===== config.mk =====
export PLATFORM = sky130hd
export DESIGN_NAME = branch_sequencer
export DESIGN_NICKNAME = d
export VERILOG_FILES = /design/src/rtl/branch_sequencer_pkg.sv /design/src/rtl/branch_sequencer_sat_counter.sv /design/src/rtl/branch_sequencer.sv
export SDC_FILE = /design/constraint.sdc
export NUM_CORES = 1
export LEC_CHECK = 0
export ABC_AREA = 1
export CELL_PAD_IN_SITES_DETAIL_PLACEMENT = 2
export CELL_PAD_IN_SITES_GLOBAL_PLACEMENT = 2
export CORE_MARGIN = 4
export CORE_UTILIZATION = 22
export DETAILED_ROUTE_END_ITERATION = 12
export GPL_TIMING_DRIVEN = 0
export PLACE_DENSITY = 0.87
export SYNTH_ARGS = -nofsm -noshare
export SYNTH_HDL_FRONTEND = slang
export SYNTH_SLANG_ARGS = --single-unit

===== constraint.sdc =====
create_clock -name clk -period 1.25 [get_ports clk]
set_input_delay 0.25 -clock clk [delete_from_list [all_inputs] [get_ports clk]]
set_output_delay 0.25 -clock clk [all_outputs]
set_load 0.02 [all_outputs]

===== src/rtl/branch_sequencer_pkg.sv =====
`default_nettype none
// ============================================================================
// Module  : branch_sequencer_pkg
// Purpose : State encoding, opcode and IR field positions for branch_sequencer
// Revision: 1.0 - initial release
// ============================================================================
package branch_sequencer_pkg;

    typedef enum logic [2:0] {
        ST_IDLE = 3'd0,
        ST_EVAL = 3'd1,
        ST_PCY  = 3'd2,
        ST_ADDC = 3'd3,
        ST_WB   = 3'd4
    } state_t;

    localparam logic [4:0] C_BR_OPCODE = 5'b10010;

    localparam int C_OPC_MSB  = 31;
    localparam int C_OPC_LSB  = 27;
    localparam int C_RA_MSB   = 26;
    localparam int C_RA_LSB   = 23;
    localparam int C_COND_MSB = 20;
    localparam int C_COND_LSB = 19;
    localparam int C_C_MSB    = 18;

    localparam logic [1:0] C_COND_ZERO    = 2'b00;
    localparam logic [1:0] C_COND_NONZERO = 2'b01;
    localparam logic [1:0] C_COND_POS     = 2'b10;
    localparam logic [1:0] C_COND_NEG     = 2'b11;

endpackage
`default_nettype wire


===== src/rtl/branch_sequencer_sat_counter.sv =====
`default_nettype none
// ============================================================================
// Module  : sat_counter
// Purpose : Up-counter that sticks at all-ones, asynchronous active-high clear
// Revision: 1.0 - initial release
// ============================================================================
module sat_counter #(
    parameter int CNT_W = 16
) (
    input  logic             clk,
    input  logic             clear,
    input  logic             en,
    output logic [CNT_W-1:0] count
);

    always_ff @(posedge clk or posedge clear) begin
        if (clear) begin
            count <= '0;
        end else if (en && (count != {CNT_W{1'b1}})) begin
            count <= count + 1'b1;
        end
    end

endmodule
`default_nettype wire


===== src/rtl/branch_sequencer.sv =====
`default_nettype none
// ============================================================================
// Module  : branch_sequencer
// Purpose : Control strobes for brzr/brnz/brpl/brmi over the single-bus datapath
// Revision: 1.0 - initial release
// ============================================================================
module branch_sequencer
    import branch_sequencer_pkg::*;
#(
    parameter logic [4:0] BR_OPCODE = C_BR_OPCODE,
    parameter int         CNT_W     = 16
) (
    input  logic             clk,
    input  logic             clear,
    input  logic             start,
    input  logic [31:0]      ir,
    input  logic             con_flag,
    output logic             busy,
    output logic             done,
    output logic             err,
    output logic [1:0]       cond_sel,
    output logic             gra,
    output logic             r_out,
    output logic             con_in,
    output logic             pc_out,
    output logic             y_in,
    output logic             c_out,
    output logic             alu_add,
    output logic             z_in,
    output logic             z_low_out,
    output logic             pc_in,
    output logic [CNT_W-1:0] taken_cnt,
    output logic [CNT_W-1:0] not_taken_cnt
);

    state_t     r_state;
    state_t     w_next;
    logic [1:0] r_cond;
    logic       r_err;
    logic       w_is_br;
    logic       w_accept;
    logic       w_reject;
    logic       w_in_wb;

    // Ra and C are routed to the datapath directly; only the opcode and condition matter here
    logic w_unused_ir;
    assign w_unused_ir = ^{ir[C_RA_MSB:C_RA_LSB], ir[22:21], ir[C_C_MSB:0]};

    assign w_is_br  = (ir[C_OPC_MSB:C_OPC_LSB] == BR_OPCODE);
    assign w_accept = start && (r_state == ST_IDLE) &&  w_is_br;
    assign w_reject = start && (r_state == ST_IDLE) && !w_is_br;
    assign w_in_wb  = (r_state == ST_WB);

    always_ff @(posedge clk or posedge clear) begin
        if (clear) begin
            r_state <= ST_IDLE;
            r_cond  <= 2'b00;
            r_err   <= 1'b0;
        end else begin
            r_state <= w_next;
            r_err   <= w_reject;
            if (w_accept) begin
                r_cond <= ir[C_COND_MSB:C_COND_LSB];
            end
        end
    end

    always_comb begin
        w_next    = r_state;
        busy      = 1'b1;
        done      = 1'b0;
        gra       = 1'b0;
        r_out     = 1'b0;
        con_in    = 1'b0;
        pc_out    = 1'b0;
        y_in      = 1'b0;
        c_out     = 1'b0;
        alu_add   = 1'b0;
        z_in      = 1'b0;
        z_low_out = 1'b0;
        pc_in     = 1'b0;
        case (r_state)
            ST_IDLE: begin
                busy = 1'b0;
                if (w_accept) begin
                    w_next = ST_EVAL;
                end
            end
            ST_EVAL: begin
                gra    = 1'b1;
                r_out  = 1'b1;
                con_in = 1'b1;
                w_next = ST_PCY;
            end
            ST_PCY: begin
                pc_out = 1'b1;
                y_in   = 1'b1;
                w_next = ST_ADDC;
            end
            ST_ADDC: begin
                c_out   = 1'b1;
                alu_add = 1'b1;
                z_in    = 1'b1;
                w_next  = ST_WB;
            end
            ST_WB: begin
                // CON has had two edges to settle since con_in, so it is safe to use here
                z_low_out = 1'b1;
                pc_in     = con_flag;
                done      = 1'b1;
                w_next    = ST_IDLE;
            end
            default: begin
                busy   = 1'b0;
                w_next = ST_IDLE;
            end
        endcase
    end

    assign err      = r_err;
    assign cond_sel = r_cond;

    sat_counter #(.CNT_W(CNT_W)) u_taken_cnt (
        .clk   (clk),
        .clear (clear),
        .en    (w_in_wb && con_flag),
        .count (taken_cnt)
    );

    sat_counter #(.CNT_W(CNT_W)) u_not_taken_cnt (
        .clk   (clk),
        .clear (clear),
        .en    (w_in_wb && !con_flag),
        .count (not_taken_cnt)
    );

endmodule
`default_nettype wire


==> impl_summary.txt <==
----------------------------------------------------
[Power and ir drop]
  Worst supply voltage drop on vdd ... 0.0008925 V
  Total power ... 7.765 mW
  Clock group share of total power ... 18.0%
  Net Sw Power ... 3.161 mW
  Combinational power share ... 55.7%
  Fraction of power spent switching nets ... 40.71%
  P_int ... 4.604 mW
  PD cells ... 1718 nW/um^2
  Static Leak ... 2.183 nW
  Seq pwr share ... 26.3%

[STA]
  Final Worst Setup Slack ... -0.4738 ns
  Final critical delay including setup and external delays ... 1.724 ns
  Final total negative setup slack ... -12.77 ns
  Setup-violating endpoint count in the final report ... 56
  Final hold violations ... 0
  Highest Clock Rate ... 580.1 MHz
  Worst slew margin relative to its limit ... 49.23%
  Slew at the pin closest to its max-slew limit ... 0.7607 ns
  Post-route fraction of the period consumed by the critical path ... 137.9%
  Final worst clock skew ... 0.01122 ns
  Tightest hold margin ... 0.3797 ns
  Final Slew Violations ... 0
  RSZ-0062 raised after global routing ... true

[Outcome]
  Status ... complete, but fails checks
  Violated checks ... negative setup slack

[Synth]
  Sequential element share of the synthesized area ... 39.34%
  Flip-flop cell with the highest count after synthesis ... dfrtp_1
  Cells taking the most area after synthesis ... dfrtp_1, nand2_1, nor2_1, inv_1, nand3_1
  Unique masters post-synth ... 27
  Nets in the synthesized netlist ... 374
  Cells after synthesis ... 336
  Synth async-reset ratio ... 100.0%
  Number of synthesis warnings ... 0
  Synthesized cell area ... 2417 sq um
  Post-synthesis sequential element count ... 38
  Synthesized area per cell ... 7.194 sq um
  EDFF count, synth ... 0
  Fraction of synthesized cell area taken by the top area cell type ... 39.34%
  Cell type with the largest total area after synthesis ... dfrtp_1

[Floorplan]
  Starting utilization of the core area ... 22.40%
  Standard cell core area ... 10,790 sq um
  DIE AREA ... 12,730 sq um
  Die Y-Extent ... 112.8 um
  Boundary Pins ... 83
  Std cell rows ... 38
  Die boundary width ... 112.8 um

[Placement]
  Total half-perimeter wirelength after legalization and detailed placement ... 6239 um
  Cell area reported after detailed placement ... 3267 sq um
  Port buffer count ... 57
  Last weighted congestion value of the routability-driven placer ... 0.7781

[Route]
  Final WL ... 11,650 um
  Initial DRT Pass Iterations ... 4
  Post-DR wirelength/cell ... 18.64 um
  First-iteration detailed-routing DRC count ... 81
  Number of routed nets with antenna violations ... 0
  Total vias in the final route ... 2,894
  DRC Markers ... 0
  Average via count per standard cell ... 4.630

[Setup path]
  Max Fanout on Critical Path ... 3
  Worst-case register-to-register setup slack ... -0.30 ns
  Worst stage delay on the critical path ... 0.47 ns
  Most common cell on crit path ... nor2_4
  Destination of the worst register-to-register timing path ... u_taken_cnt.count[4]
  Worst setup EP type ... primary output
  Arr. time, crit path ... 1.47 ns
  Critical Path Source Type ... flip-flop
  Launching point of the worst reg2reg path ... u_taken_cnt.count[0]
  CP Cell Sequence ... nor2_4, inv_2, nor2_4, or2_4, nor2_4, nand2_2, buf_6
  Data required time at the worst endpoint ... 1.00 ns
  Worst setup path class ... reg -> out
  Logic depth of the worst register-to-register path ... 10
  Slowest CP cell ... dfrtp_2

[Cells and area]
  Area occupied by multi-input gates ... 1645 sq um
  Most used cells in the layout excluding fill and tap cells ... nand2_1, buf_4, buf_6, nand2_2, dfrtp_2
  Storage element area ... 983.4 sq um
  Area growth syn-to-layout ... 86.96%
  Layout Nets ... 522
  Post-route cell area ... 4519 sq um
  Most common cell after layout, fill and taps aside ... nand2_1
  Diode count ... 0
  # fillers ... 1,212
  Share of cells above drive strength 1 ... 56.91%
  Finished Core Util ... 41.87%

[GRT]
  Number of antenna violations at the first check in global routing ... 0
  GRT Max-Usage Layer ... met2
  Global router's overall resource usage ... 16.71%
  Global-route wire length before repair ... 16,950 um
  M1 GR Usage ... 18.04%
  Pin count of the biggest net entering global routing ... 39
  Met3 Resource Use GR ... 2.674%
  Via count of the first global-routing pass ... 3,155
  Global routing met2 resource utilization ... 33.29%
  Total global routing overflow ... 0

[Clocking]
  Maximum level of the CTS H-tree ... 2
  Number of sinks driven by the clock tree ... 38
  CTS tree ... built
  Inserted Clock Buffers ... 5
  Number of hold buffers added after CTS ... 0
  Clock transition time at the flip-flop clock pins of the worst setup and hold paths ... 0.09 ns
  Buffer cell driving the clock tree root ... clkbuf_8
  Clock Latency Late Sink ... 0.31 ns
  Buffers from clock root to sink, at most ... 2

[Run]
  Number of maximum-capacitance constraint violations ... 0

[Hold path]
  Worst hold path class ... in -> async

----------------------------------------------------
-- layout make-up --
type                    instances  area share (%)
multi-input cells             253           36.41
repair buffers                141           29.29
flip-flops and latches         38           21.76
well taps                     140           3.876
inverters                      36           3.433
plain buffers                   9           2.076
clock buffers                   6           1.827
clock inverters                 2           1.329
-- worst max path at each step --
stage / startpoint / end / slack [ns] / depth (start not counted)
after floorplan: u_taken_cnt.count[14] / u_taken_cnt.count[1] / -0.14 / 8
after global placement: clear / u_not_taken_cnt.count[7] / -1.03 / 2
after detailed placement: r_state[2] / busy / -0.69 / 7
after CTS: r_state[1] / z_low_out / -0.47 / 5
after global routing: r_state[0] / busy / -0.55 / 6
final: r_state[0] / busy / -0.47 / 7
-- worst max-delay path: cells and delay by family, from the launching register on --
family,cells,cell delay (ns)
buf+inv,2,0.22
simple gates,5,0.47
flops,1,0.47
-- cell families after synthesis --
| kind of cell | share of synthesized area, % |
|---|---|
| fa+ha+maj | 1.035 |
| compound gates | 4.244 |
| buf+inv | 8.902 |
| simple gates | 42.86 |
| flops | 39.34 |
| xor+xnor | 3.623 |
-- sequential cells by signal, summed over array words and instances, names as in the netlist --
signal / flops
u_not_taken_cnt.count: 16
u_taken_cnt.count: 16
r_state: 3
cond_sel: 2
err: 1
-- stage by stage --
stage | setup slack, ns | std cells
after floorplan | -0.1353 | 336
after global placement | -1.027 | 533
after detailed placement | -0.6869 | 533
after CTS | -0.4749 | 597
after global routing | -0.5481 | 625
final | -0.4738 | 625
-- power groups by stage --
stage               Sequential, mW  Combinational (mW)  Clock, mW
floorplan                     2.31                1.23          0
global placement              2.06                2.56          0
detailed placement            2.09                2.67          0
CTS                           1.96                3.56       1.39
global route                  2.09                4.62       1.47
finish                        2.04                4.32       1.40
-- layer usage --
layer  wire [um]  vias up
li1            -     1343
met1        4338     1481
met2        6829       52
met3         233       18
met4         248        0
met5           0        -
-- Yosys cell counts, types with 5 or more instances --
cell,n
nor2_2,6
inv_2,5
xor2_1,7
o21ai_0,8
nor3_1,5
nand2_1,131
o21ai_2,6
nand4_1,12
nor2_1,33
nand2_2,6
dfrtp_1,38
nand3_1,18
buf_4,6
inv_1,30
-- timing repair --
action,in CTS,in global routing
setup endpoints to repair,82,95
gates cloned,1,1
setup buffers,55,34
pin swaps,11,30
endpoints found under the hold margin,0,0
resized for setup,288,101
No activity file was read; power rests on OpenSTA's default activity.
